## src/rtl/i2c_monitor.sv

```systemverilog
// i2c_monitor: passive I2C bus monitor that filters SCL/SDA, reports START/STOP
// conditions and decodes each address/data byte with its ACK bit.
module i2c_monitor #(
  parameter int SYNC_STAGES    = 2,
  parameter int FILT_LEN       = 3,
  parameter int ADDR_FILTER_EN = 0
) (
  input  logic       clk,
  input  logic       rst_n,
  input  logic       scl,
  input  logic       sda,
  input  logic       detect_only,
  input  logic [6:0] match_addr,
  output logic [7:0] data_out,
  output logic       is_addr,
  output logic       rw,
  output logic       ack,
  output logic       addr_match,
  output logic       valid,
  output logic       detected,
  output logic       start_pulse,
  output logic       stop_pulse,
  output logic       busy,
  output logic       frame_err
);
  typedef enum logic [2:0] {IDLE, ADDR, ADDR_ACK, DATA, DATA_ACK} state_t;
  localparam logic [3:0] FILT_LAST = 4'(FILT_LEN - 1);
  state_t r_state, w_next;
  logic [SYNC_STAGES-1:0] r_scl_sync, r_sda_sync;
  logic [1:0] w_sync, r_filt, r_filt_d;
  logic [3:0] r_fcnt [2];
  logic [3:0] r_bit_cnt;
  logic [7:0] r_shift;
  logic r_hi_bit;
  logic w_scl, w_sda, w_scl_rise, w_scl_fall, w_start, w_stop;
  logic w_bit_smp, w_ack_smp, w_det, w_valid, w_frame;
  assign w_sync = {r_scl_sync[SYNC_STAGES-1], r_sda_sync[SYNC_STAGES-1]};
  always_ff @(posedge clk or negedge rst_n) begin
    if (!rst_n) begin
      r_scl_sync <= '1;
      r_sda_sync <= '1;
      r_filt     <= '1;
      r_filt_d   <= '1;
      for (int k = 0; k < 2; k++) r_fcnt[k] <= '0;
    end else begin
      r_scl_sync <= {r_scl_sync[SYNC_STAGES-2:0], scl};
      r_sda_sync <= {r_sda_sync[SYNC_STAGES-2:0], sda};
      r_filt_d   <= r_filt;
      for (int k = 0; k < 2; k++) begin
        if (w_sync[k] == r_filt[k]) r_fcnt[k] <= '0;
        else if (r_fcnt[k] == FILT_LAST) begin
          r_filt[k] <= w_sync[k];
          r_fcnt[k] <= '0;
        end else r_fcnt[k] <= r_fcnt[k] + 4'd1;
      end
    end
  end
  assign w_scl      = r_filt[1];
  assign w_sda      = r_filt[0];
  assign w_scl_rise = w_scl & ~r_filt_d[1];
  assign w_scl_fall = ~w_scl & r_filt_d[1];
  assign w_start    = w_scl & r_filt_d[1] & r_filt_d[0] & ~w_sda;
  assign w_stop     = w_scl & r_filt_d[1] & ~r_filt_d[0] & w_sda;
  assign w_bit_smp  = w_scl_rise & (r_state == ADDR || r_state == DATA);
  assign w_ack_smp  = w_scl_rise & (r_state == ADDR_ACK || r_state == DATA_ACK);
  assign w_det      = w_ack_smp & (r_state == ADDR_ACK || ADDR_FILTER_EN == 0 || addr_match);
  assign w_valid    = w_det & ~detect_only;
  // A bit sampled in the same SCL-high phase as START/STOP is the condition's own clock, not data
  assign w_frame    = (w_start | w_stop) & (r_bit_cnt != {3'b000, r_hi_bit});
  always_comb begin
    w_next = r_state;
    if (w_stop) w_next = IDLE;
    else if (w_start) w_next = ADDR;
    else if (w_bit_smp && r_bit_cnt == 4'd7) w_next = (r_state == ADDR) ? ADDR_ACK : DATA_ACK;
    else if (w_ack_smp) w_next = DATA;
  end
  always_ff @(posedge clk or negedge rst_n) begin
    if (!rst_n) begin
      r_state     <= IDLE;
      r_bit_cnt   <= '0;
      r_hi_bit    <= 1'b0;
      r_shift     <= '0;
      data_out    <= '0;
      is_addr     <= 1'b0;
      rw          <= 1'b0;
      ack         <= 1'b0;
      addr_match  <= 1'b0;
      valid       <= 1'b0;
      detected    <= 1'b0;
      start_pulse <= 1'b0;
      stop_pulse  <= 1'b0;
      busy        <= 1'b0;
      frame_err   <= 1'b0;
    end else begin
      r_state     <= w_next;
      start_pulse <= w_start;
      stop_pulse  <= w_stop;
      frame_err   <= w_frame;
      detected    <= w_det;
      valid       <= w_valid;
      busy        <= w_start ? 1'b1 : w_stop ? 1'b0 : busy;
      if (w_start | w_stop) r_bit_cnt <= '0;
      else if (w_bit_smp) r_bit_cnt <= r_bit_cnt + 4'd1;
      else if (w_ack_smp) r_bit_cnt <= '0;
      if (w_start | w_stop | w_scl_fall) r_hi_bit <= 1'b0;
      else if (w_bit_smp) r_hi_bit <= 1'b1;
      if (w_bit_smp) r_shift <= {r_shift[6:0], w_sda};
      if (w_start) addr_match <= 1'b0;
      else if (w_ack_smp && r_state == ADDR_ACK) addr_match <= (r_shift[7:1] == match_addr);
      if (w_valid) begin
        data_out <= r_shift;
        ack      <= ~w_sda;
        is_addr  <= (r_state == ADDR_ACK);
        if (r_state == ADDR_ACK) rw <= r_shift[0];
      end
    end
  end
endmodule

```

## config.mk

```make
export PLATFORM = sky130hd
export DESIGN_NAME = i2c_monitor
export DESIGN_NICKNAME = d
export VERILOG_FILES = /design/src/rtl/i2c_monitor.sv
export SDC_FILE = /design/constraint.sdc
export NUM_CORES = 1
export LEC_CHECK = 0
export CORE_ASPECT_RATIO = 0.6
export CORE_MARGIN = 2
export CORE_UTILIZATION = 55
export CTS_CLUSTER_SIZE = 14
export DETAILED_ROUTE_END_ITERATION = 10
export HOLD_SLACK_MARGIN = 0.12
export PLACE_DENSITY = 0.8
export SETUP_SLACK_MARGIN = 0.3
export SLEW_MARGIN = 10
export SYNTH_ARGS = -nofsm -noshare
export SYNTH_HDL_FRONTEND = slang
export SYNTH_SLANG_ARGS = --single-unit
```

## constraint.sdc

```tcl
create_clock -name clk -period 4.1 [get_ports clk]
set_input_delay 0.82 -clock clk [delete_from_list [all_inputs] [get_ports clk]]
set_output_delay 0.82 -clock clk [all_outputs]
set_load 0.005 [all_outputs]
```

* Word-level counts from Yosys, hierarchy flattened *
Cells that the tools add are included.

word-level totals
  register bits = 50
  word-level logic and storage cells = 86

cells by class
  add/sub/neg operators = 3
  equality and inequality tests = 11
  mux-type cells = 18
  bitwise logic cells = 20
  reductions and logical operators = 12

operators by type and width
  cell                 count
  $mux 4               7
  $mux 3               5
  $add 4x1->4 const B  3
  $and 1x1->1          11
  $eq 4x2->1 const B   2
  $eq 7x7->1           1
  $not 1->1            7
  $eq 3x2->1 const B   2
  $mux 1               6
  $reduce_and 2->1     3
  $reduce_bool 2->1    3
  $eq 4x3->1 const B   1
  $ne 4x1->1           1
  $reduce_bool 4->1    1
  $eq 3x1->1 const B   1
  $eq 3x3->1 const B   1
  $reduce_bool 3->1    1
  $eq 1x1->1           2
  $logic_and 1x1->1    2
  $logic_or 1x1->1     2
  $or 1x1->1           2

* Depth between registers and ports, before layout *
Gate-level depths: netlist of the first run.

  depth after elaboration = 7
  depth in mapped cells = 6

* Least setup slack after synthesis of the first run *
No wires, ideal clock.

  kind = input to register
  from = in detect_only
  to = reg data_out[1]
  data arrival time = 1.461 ns
  data required time = 3.975 ns
  slack = 2.514 ns
  stages = 3
  cells stage by stage = nand3b_2 buf_6 mux2_4

on the way
  cells in the longest elaborated chain, start to end = 2

ends and longest elaborated chain
  element               RTL line  source
  start, declared       12        input logic detect_only,
  $not 1->1             67        assign w_valid = w_det & ~detect_only;
  $and 1x1->1           67
  end signal, assigned  111       data_out <= r_shift;
  end, declared         14        output logic [7:0] data_out,

Every way passes these cells.
A chain may end at the register's enable or synchronous reset.

* Worst setup path after layout of the first run *
  from = reg ack
  to = out ack

RTL lines
  element                 RTL line  source
  start, declared         17        output logic ack,
  start signal, assigned  112       ack <= ~w_sda;

No word-level cell between the ends.

==> results.cfg, run 1 <==
[cells_and_area]
fin_nets = 233
final_common_cell = dfrtp_1
multi_input_area_sq_um = 800.8
final_util_pct = 68.99
drive_gt1_share_pct = 14.75
diodes = 0
fillers = 268
layout.cells.most_common_list = dfrtp_1 (42), nand2_1 (35), clkdlybuf4s50_1 (28), nor2_1 (13)
sequential_cell_area_sq_um = 1261
areaGrowthSynthToFinish_pct = 19.21

[pwr]
p_per_area_nw_per_um2 = 537.8
p_leak_nw = 1.219
vdd_drop_max_uv = 351.9

[global_route]
grt_pass1_vias = 1442
grtUsageTotal_pct = 20.90
antenna_found_initial = 0
grt_pass1_wl_mm = 6.879
overflow = 0
grt_max_degree = 51

[worst_setup_path]
critPathMaxStageDelay_ps = 520
critPathBufInv = 1
worstPathArrival_ps = 1220
worstSetupPathType = register to output port
start_kind = register
cp_max_fo = 2
cp_cell_sequence = clkdlybuf4s50_1
crit_slowest_cell = clkdlybuf4s50_1
critPathRequiredTime_ps = 3280
crit_family = buffers and inverters
r2r_slack_ps = 2260
end_kind = output port

[synthesis]
synth-seq-area-share_pct = 59.22
ys_ff_latch = 50
async_reset_ff_share_pct = 100.0
synth_xor_area_share_pct = 6.580
synth_top_family_by_area = simple AND/OR/NAND/NOR gates
synth_edf_count = 0
synth_cell_types = 31
synthAdderAreaFrac_pct = 2.938
synth-compound-area-share_pct = 4.642
synthFlopType = dfrtp_1
synthMuxAreaShare_pct = 7.521
avgSynthCellArea_sq_um = 11.57
synth-simple-area-share_pct = 15.92
synth_cells = 184
synth.cell_area_sq_um = 2130
syn_nets = 201
ys_warn_count = 0

[route]
first_iter_violations = 79
drt-vias-per-instance = 5.511
drc_errors = 0
dr.pass1.iters = 4
vias = 1455
wire_per_inst_microns = 15.64
ant_nets = 0
wirelength_mm = 4.130

[cts]
htree_levels = 2
numCtsBuffers = 5
cts_hold_buffers = 0
post-cts-setup-buffer-count = 0
worstSkewPairLatency_ps = 300
cts_sinks = 50
root_buffer = clkbuf_8
clockBufferDepth = 2
tritoncts = yes
ctsResizeCount = 0
path_clk_slew_ps = 90

[placed_design]
io_buffers = 29
gp_congestion = 0.8014
hpwl_mm = 2.942

[hold_path]
hold_class = register to register

[timing]
fmax_ghz = 0.4903
worst_pin_slew_ps = 1065
finClkSkew_ps = 3.720
drv_slew = 0
slew-limit-headroom_pct = 28.98
fin_crit_ps = 2039
min_period_over_period_pct = 49.74
rsz0062_at_grt = no
hold_viol = 0
fin_tns_setup_ps = 0
setup_viol = 0

[run_status]
outcome = complete, no violations

[die]
initial_core_util_pct = 57.87
pin_count = 30
dieWidth_microns = 84.33
die_h_microns = 52.20
die_area_sq_um = 4402
core_area_sq_um = 3680
rows = 17

[flow_run]
maxCapViolations = 0
[cells by family (layout without fill, tap and decap cells)]
family	after synthesis	after routing
simple gates	70	70
flops	50	50
compound gates	17	17
xor+xnor	16	16
buf+inv	14	47
mux	12	12
fa+ha+maj	5	5
[cell type report]
type / count / share of cell area (%)
Sequential cell: 50 / 49.68
Clock inverter: 2 / 0.4929
Tap cell: 47 / 2.316
Clock buffer: 6 / 3.253
Timing Repair Buffer: 29 / 11.24
Inverter: 10 / 1.479
Multi-Input combinational cell: 120 / 31.54
[worst paths after layout]
path	start	end	cells past startpoint
worst max-delay path	ack	ack	1
worst min-delay path	r_sda_sync[0]	r_sda_sync[1]	0
worst max register to register	r_filt[1]	data_out[6]	3
worst min register to register	r_sda_sync[0]	r_sda_sync[1]	0
max in group asynchronous	rst_n	r_state[0]	1
min in group asynchronous	rst_n	r_bit_cnt[2]	1
[per-stage QoR]
step / instances / area [sq um] / hold WS [ps] / setup slack [ps] / total power, mW
after detailed placement: 256 / 2444 / 351.1 / 1865 / 1.078
after global placement: 256 / 2444 / 346.7 / 1935 / 1.044
after CTS: 264 / 2539 / 364.1 / 2048 / 1.370
final: 264 / 2539 / 361.0 / 2061 / 1.365
after floorplan: 184 / 2130 / 345.2 / 2514 / 0.9496
after global routing: 264 / 2539 / 368.6 / 2013 / 1.457
[cells in the mapped netlist, types with 4 or more instances]
library cell	count	area [sq um]
nor2_1	13	48.80
inv_1	10	37.54
a21oi_1	4	20.02
nand3_1	10	50.05
nand2_1	35	131.4
dfstp_2	8	210.2
mux2_2	4	45.04
dfrtp_1	42	1051
ha_1	5	62.56
xor2_1	6	52.55
xnor2_1	10	87.58
o21ai_0	7	35.03
mux2_4	7	105.1
[report_power, final]
group | internal, mW | leakage, nW | total (mW) | switching (mW)
clock network | 0.136 | 0.0472 | 0.299 | 0.163
logic | 0.162 | 0.522 | 0.338 | 0.176
registers | 0.611 | 0.650 | 0.728 | 0.117
[flip-flops by register name, indices dropped and copies added (netlist names)]
signal / cells
ack: 1
addr_match: 1
busy: 1
data_out: 8
detected: 1
frame_err: 1
is_addr: 1
r_bit_cnt: 4
r_fcnt: 8
r_filt: 2
r_filt_d: 2
r_hi_bit: 1
r_scl_sync: 2
r_sda_sync: 2
r_shift: 8
r_state: 3
rw: 1
start_pulse: 1
stop_pulse: 1
valid: 1
[per-layer routing]
layer	GRT usage (%)	up-vias	wire [microns]
li1	-	673	-
met1	27.49	722	1873
met2	33.86	49	1927
met3	5.512	11	245
met4	8.466	0	84
met5	0	-	0
Power figures use the tool's default switching activity.
==> inputs of run 2 (changes only) <==
CORE_UTILIZATION = 48   (was 55)
PLACE_DENSITY = 0.74   (was 0.8)
clock period = 1.85 ns   (was 4.1 ns; I/O delays follow)
==> results.cfg, run 2 (same netlist as run 1, synthesis figures left out) <==
[route]
dr.pass1.iters = 4
first_iter_violations = 77
drt-vias-per-instance = 4.805
drc_errors = 0
wire_per_inst_microns = 13.18
wirelength_mm = 3.849
vias = 1403
ant_nets = 0

[cts]
path_clk_slew_ps = 90
root_buffer = clkbuf_8
clockBufferDepth = 2
tritoncts = yes
htree_levels = 2
numCtsBuffers = 5
worstSkewPairLatency_ps = 290
cts_sinks = 50

[worst_setup_path]
worstSetupPathType = register to register
start_kind = register
worstPathArrival_ps = 1760
end_kind = register
cp_max_fo = 6
timing.rr.start = r_filt[1]
cp_cell_sequence = buf_6, and4bb_2, nand4b_1, a31oi_2, a211oi_1
critPathMaxStageDelay_ps = 550
critPathRequiredTime_ps = 2020
crit_start = r_filt[1]
crit_slowest_cell = dfstp_2

[cells_and_area]
diodes = 0
fin_area_sq_um = 2738
final_common_cell = dfrtp_1
fin_nets = 248
areaGrowthSynthToFinish_pct = 28.55
drive_gt1_share_pct = 21.12
layout.cells.most_common_list = dfrtp_1 (42), nand2_1 (35), clkdlybuf4s50_1 (18), nor2_1 (13), buf_4 (11)
top_regs = data_out: 8 flops, r_fcnt: 8 flops, r_shift: 8 flops

[pwr]
p_leak_nw = 1.483
p_per_area_nw_per_um2 = 1148
vdd_drop_max_uv = 623.5

[hold_path]
hold_class = register to register
holdCritStartpoint = r_scl_sync[0]

[global_route]
antenna_found_initial = 0
grt_max_degree = 51
grt_pass1_wl_mm = 6.534
grt_pass1_vias = 1298
overflow = 0
grtUsageTotal_pct = 16.69

[die]
die_area_sq_um = 5003
rows = 18
pin_count = 30
core_area_sq_um = 4189
die_h_microns = 55.60
initial_core_util_pct = 50.84
dieWidth_microns = 89.99

[timing]
fin_tns_setup_ps = 0
min_period_over_period_pct = 85.97
slew-limit-headroom_pct = 81.33
setup_viol = 0
worst_pin_slew_ps = 279.8
finClkSkew_ps = 6.767
fmax_ghz = 0.6287
drv_slew = 0
rsz0062_at_grt = yes
hold_viol = 0
fin_crit_ps = 1590

[placed_design]
hpwl_mm = 2.683
gp_congestion = 0.7354
io_buffers = 29
dpl_cell_area_sq_um = 2530

[run_status]
outcome = complete, no violations

[flow_run]
maxCapViolations = 0
run 2: area by class of cell:
| cell class | count | area, sq um |
|---|---|---|
| clock buffer | 7 | 86.33 |
| clock inverter | 1 | 5.005 |
| fill | 336 | 1451 |
| inverter | 10 | 37.54 |
| multi-input combinational | 120 | 822.0 |
| sequential | 50 | 1261 |
| tap | 60 | 75.07 |
| timing repair buffer | 44 | 450.4 |
run 2: per-layer routing:
| layer | up-vias | track usage, % | part of all wire [%] |
|---|---|---|---|
| met3 | 5 | 4.607 | 5.1 |
| met1 | 665 | 26.98 | 52 |
| li1 | 701 | - | - |
| met4 | 0 | 4.615 | 0.83 |
| met2 | 32 | 21.65 | 42 |
| met5 | - | 0 | 0 |
run 2: stage by stage:
step | setup WS (ps) | power, mW | util [%] | hold WS (ps) | cells
2_1_floorplan | 276.6 | 2.104 | - | 74.41 | 184
3_3_place_gp | 223.9 | 2.393 | 60.39 | 345.9 | 275
3_5_place_dp | 227.2 | 2.428 | 60.39 | 348.5 | 275
4_1_cts | 301.5 | 3.071 | 62.90 | 356.5 | 284
5_1_grt | 191.2 | 3.377 | 65.35 | 370.4 | 292
6_report | 259.5 | 3.144 | 65.35 | 351.0 | 292
run 2: worst paths after layout:
kind	to	slack, ps	depth (start not counted)
setup / recovery	r_state[1]	260	5
min in group asynchronous	r_bit_cnt[0]	590	3
hold reg to reg	r_scl_sync[1]	350	0
hold / removal	r_scl_sync[1]	350	0
max in group asynchronous	r_scl_sync[0]	990	3
setup reg to reg	r_state[1]	260	5
run 2: report_power, final:
group / internal [mW] / total (mW) / switching [mW]
Clock: 0.302 / 0.635 / 0.333
Combinational: 0.470 / 0.891 / 0.421
Sequential: 1.35 / 1.62 / 0.264
Total: 2.13 / 3.14 / 1.02
run 2: worst max-delay path: cells and delay by family, from the launching register on:
family / cells / cell delay, ps
and+or+nand+nor: 2 / 450
buffers and inverters: 1 / 120
DFF: 1 / 550
AOI/OAI and AO/OA: 2 / 330
run 2: timing repair:
| item | 4_1_cts | 5_1_grt |
|---|---|---|
| endpoints found under the hold margin | 42 | 0 |
| buffers inserted | 0 | 8 |
| hold buffers | 1 | 0 |
| resized for setup | 2 | 13 |
| endpoints found under the setup margin | 9 | 18 |
==> inputs of run 3 (changes only) <==
GPL_TIMING_DRIVEN = 0   (was not set)
SLEW_MARGIN = 20   (was 10)
==> results.cfg, run 3 (same netlist as run 1, synthesis figures left out) <==
[cts]
numCtsBuffers = 5
cts_hold_buffers = 0
root_buffer = clkbuf_8
clockBufferDepth = 2
tritoncts = yes
htree_levels = 2
path_clk_slew_ps = 90
worstSkewPairLatency_ps = 300
cts_sinks = 50

[placed_design]
gp_congestion = 0.8022
hpwl_mm = 2.716
dpl_cell_area_sq_um = 2517
io_buffers = 29
place_ws_ps = 170.9

[worst_setup_path]
worstPathArrival_ps = 1830
cp_max_fo = 5
crit_start = r_filt[1]
end_kind = register
worstSetupPathType = register to register
start_kind = register
ff2ff_path_depth = 5
timing.rr.start = r_filt[1]
r2r_slack_ps = 210
worstReg2RegEnd = data_out[4]
critPathRequiredTime_ps = 2040

[die]
die_area_sq_um = 5003
core_area_sq_um = 4189
dieWidth_microns = 89.99
pin_count = 30
rows = 18
initial_core_util_pct = 50.84
die_h_microns = 55.60

[cells_and_area]
drive_gt1_share_pct = 22.46
diodes = 0
top_regs = data_out: 8 flops, r_fcnt: 8 flops, r_shift: 8 flops
fillers = 337
areaGrowthSynthToFinish_pct = 31.37
fin_nets = 252
final_common_cell = dfrtp_1
fin_area_sq_um = 2798
layout.cells.most_common_list = dfrtp_1 (42), nand2_1 (34), clkdlybuf4s50_1 (15), buf_4 (14), nor2_1 (13)

[timing]
slew-limit-headroom_pct = 53.68
min_period_over_period_pct = 88.68
setup_viol = 0
worst_pin_slew_ps = 694.8
drv_slew = 0
fmax_ghz = 0.6096
finClkSkew_ps = 8.999
fin_tns_setup_ps = 0
rsz0062_at_grt = yes
finalWorstSetupSlack_ps = 209.5
fin_crit_ps = 1640
hold_viol = 0

[flow_run]
maxCapViolations = 0

[route]
drt-vias-per-instance = 4.760
ant_nets = 0
drc_errors = 0
first_iter_violations = 77
vias = 1409
wirelength_mm = 4.129
wire_per_inst_microns = 13.95
dr.pass1.iters = 4

[pwr]
total_power_mw = 3.155
p_leak_nw = 1.566
vdd_drop_max_uv = 656.3
p_per_area_nw_per_um2 = 1128

[global_route]
grt_pass1_vias = 1336
grtUsageTotal_pct = 17.50
grt_max_degree = 31
grt_pass1_wl_mm = 6.713
overflow = 0
antenna_found_initial = 0

[run_status]
outcome = complete, no violations

[hold_path]
hold_class = primary input to asynchronous set/reset pin
==> run 3: changes by cell type in the layout (fill, tap and decap cells not counted), sizes merged <==
cell,change
clkdlybuf4s50,-3
buf,+4
dlygate4sd3,-1
dlymetal6s2s,+3
clkbuf,+1
==> run 3: cell type report <==
cell class	count	area [sq um]	share of cell area [%]
buffer	4	43.79	1.565
clock buffer	7	86.33	3.086
clock inverter	1	5.005	0.1789
inverter	10	37.54	1.342
multi-input combinational	120	822.0	29.38
sequential	50	1261	45.08
tap	60	75.07	2.683
timing repair buffer	44	466.7	16.68
==> run 3: power breakdown <==
| group | switching, mW | internal [mW] |
|---|---|---|
| combinational | 0.435 | 0.468 |
| clock | 0.344 | 0.302 |
| sequential | 0.253 | 1.35 |
| total | 1.03 | 2.12 |
==> run 3: timing repair <==
| item | CTS | global route |
|---|---|---|
| gates cloned | 1 | 0 |
| setup buffers | 8 | 5 |
| pin swaps | 2 | 1 |
| setup endpoints to repair | 17 | 39 |
| resized for setup | 7 | 19 |
==> run 3: worst max-delay path, stage by stage (launching register included) <==
cell,delay (ps)
dfstp_2,550
buf_6,90
nor3b_4,240
nand3b_4,170
buf_12,190
mux2_4,290
==> run 3: through the flow <==
step | util [%] | cells | hold slack [ps]
2_1_floorplan | - | 184 | 74.41
3_3_place_gp | 59.56 | 273 | 346.0
3_5_place_dp | 60.10 | 274 | 347.6
4_1_cts | 64.81 | 291 | 129.3
5_1_grt | 66.79 | 296 | 150.2
6_report | 66.79 | 296 | 108.9
==> run 3: per-layer routing <==
metal	vias to the layer above	wire [microns]	global-route usage [%]
met5	-	0	0
met4	0	16	5.934
met3	2	288	4.607
met2	46	1719	21.97
met1	654	2105	28.60
li1	707	-	-
==> run 3: how the worst max path moves through the flow <==
stage                              to  slack, ps  cells past startpoint
after detailed placement  data_out[6]        170                      5
after CTS                 data_out[4]        240                      5
final                     data_out[4]        210                      5
after global routing      data_out[4]        150                      5
after global placement    data_out[7]      -1000                      1
after floorplan           data_out[1]        280                      5
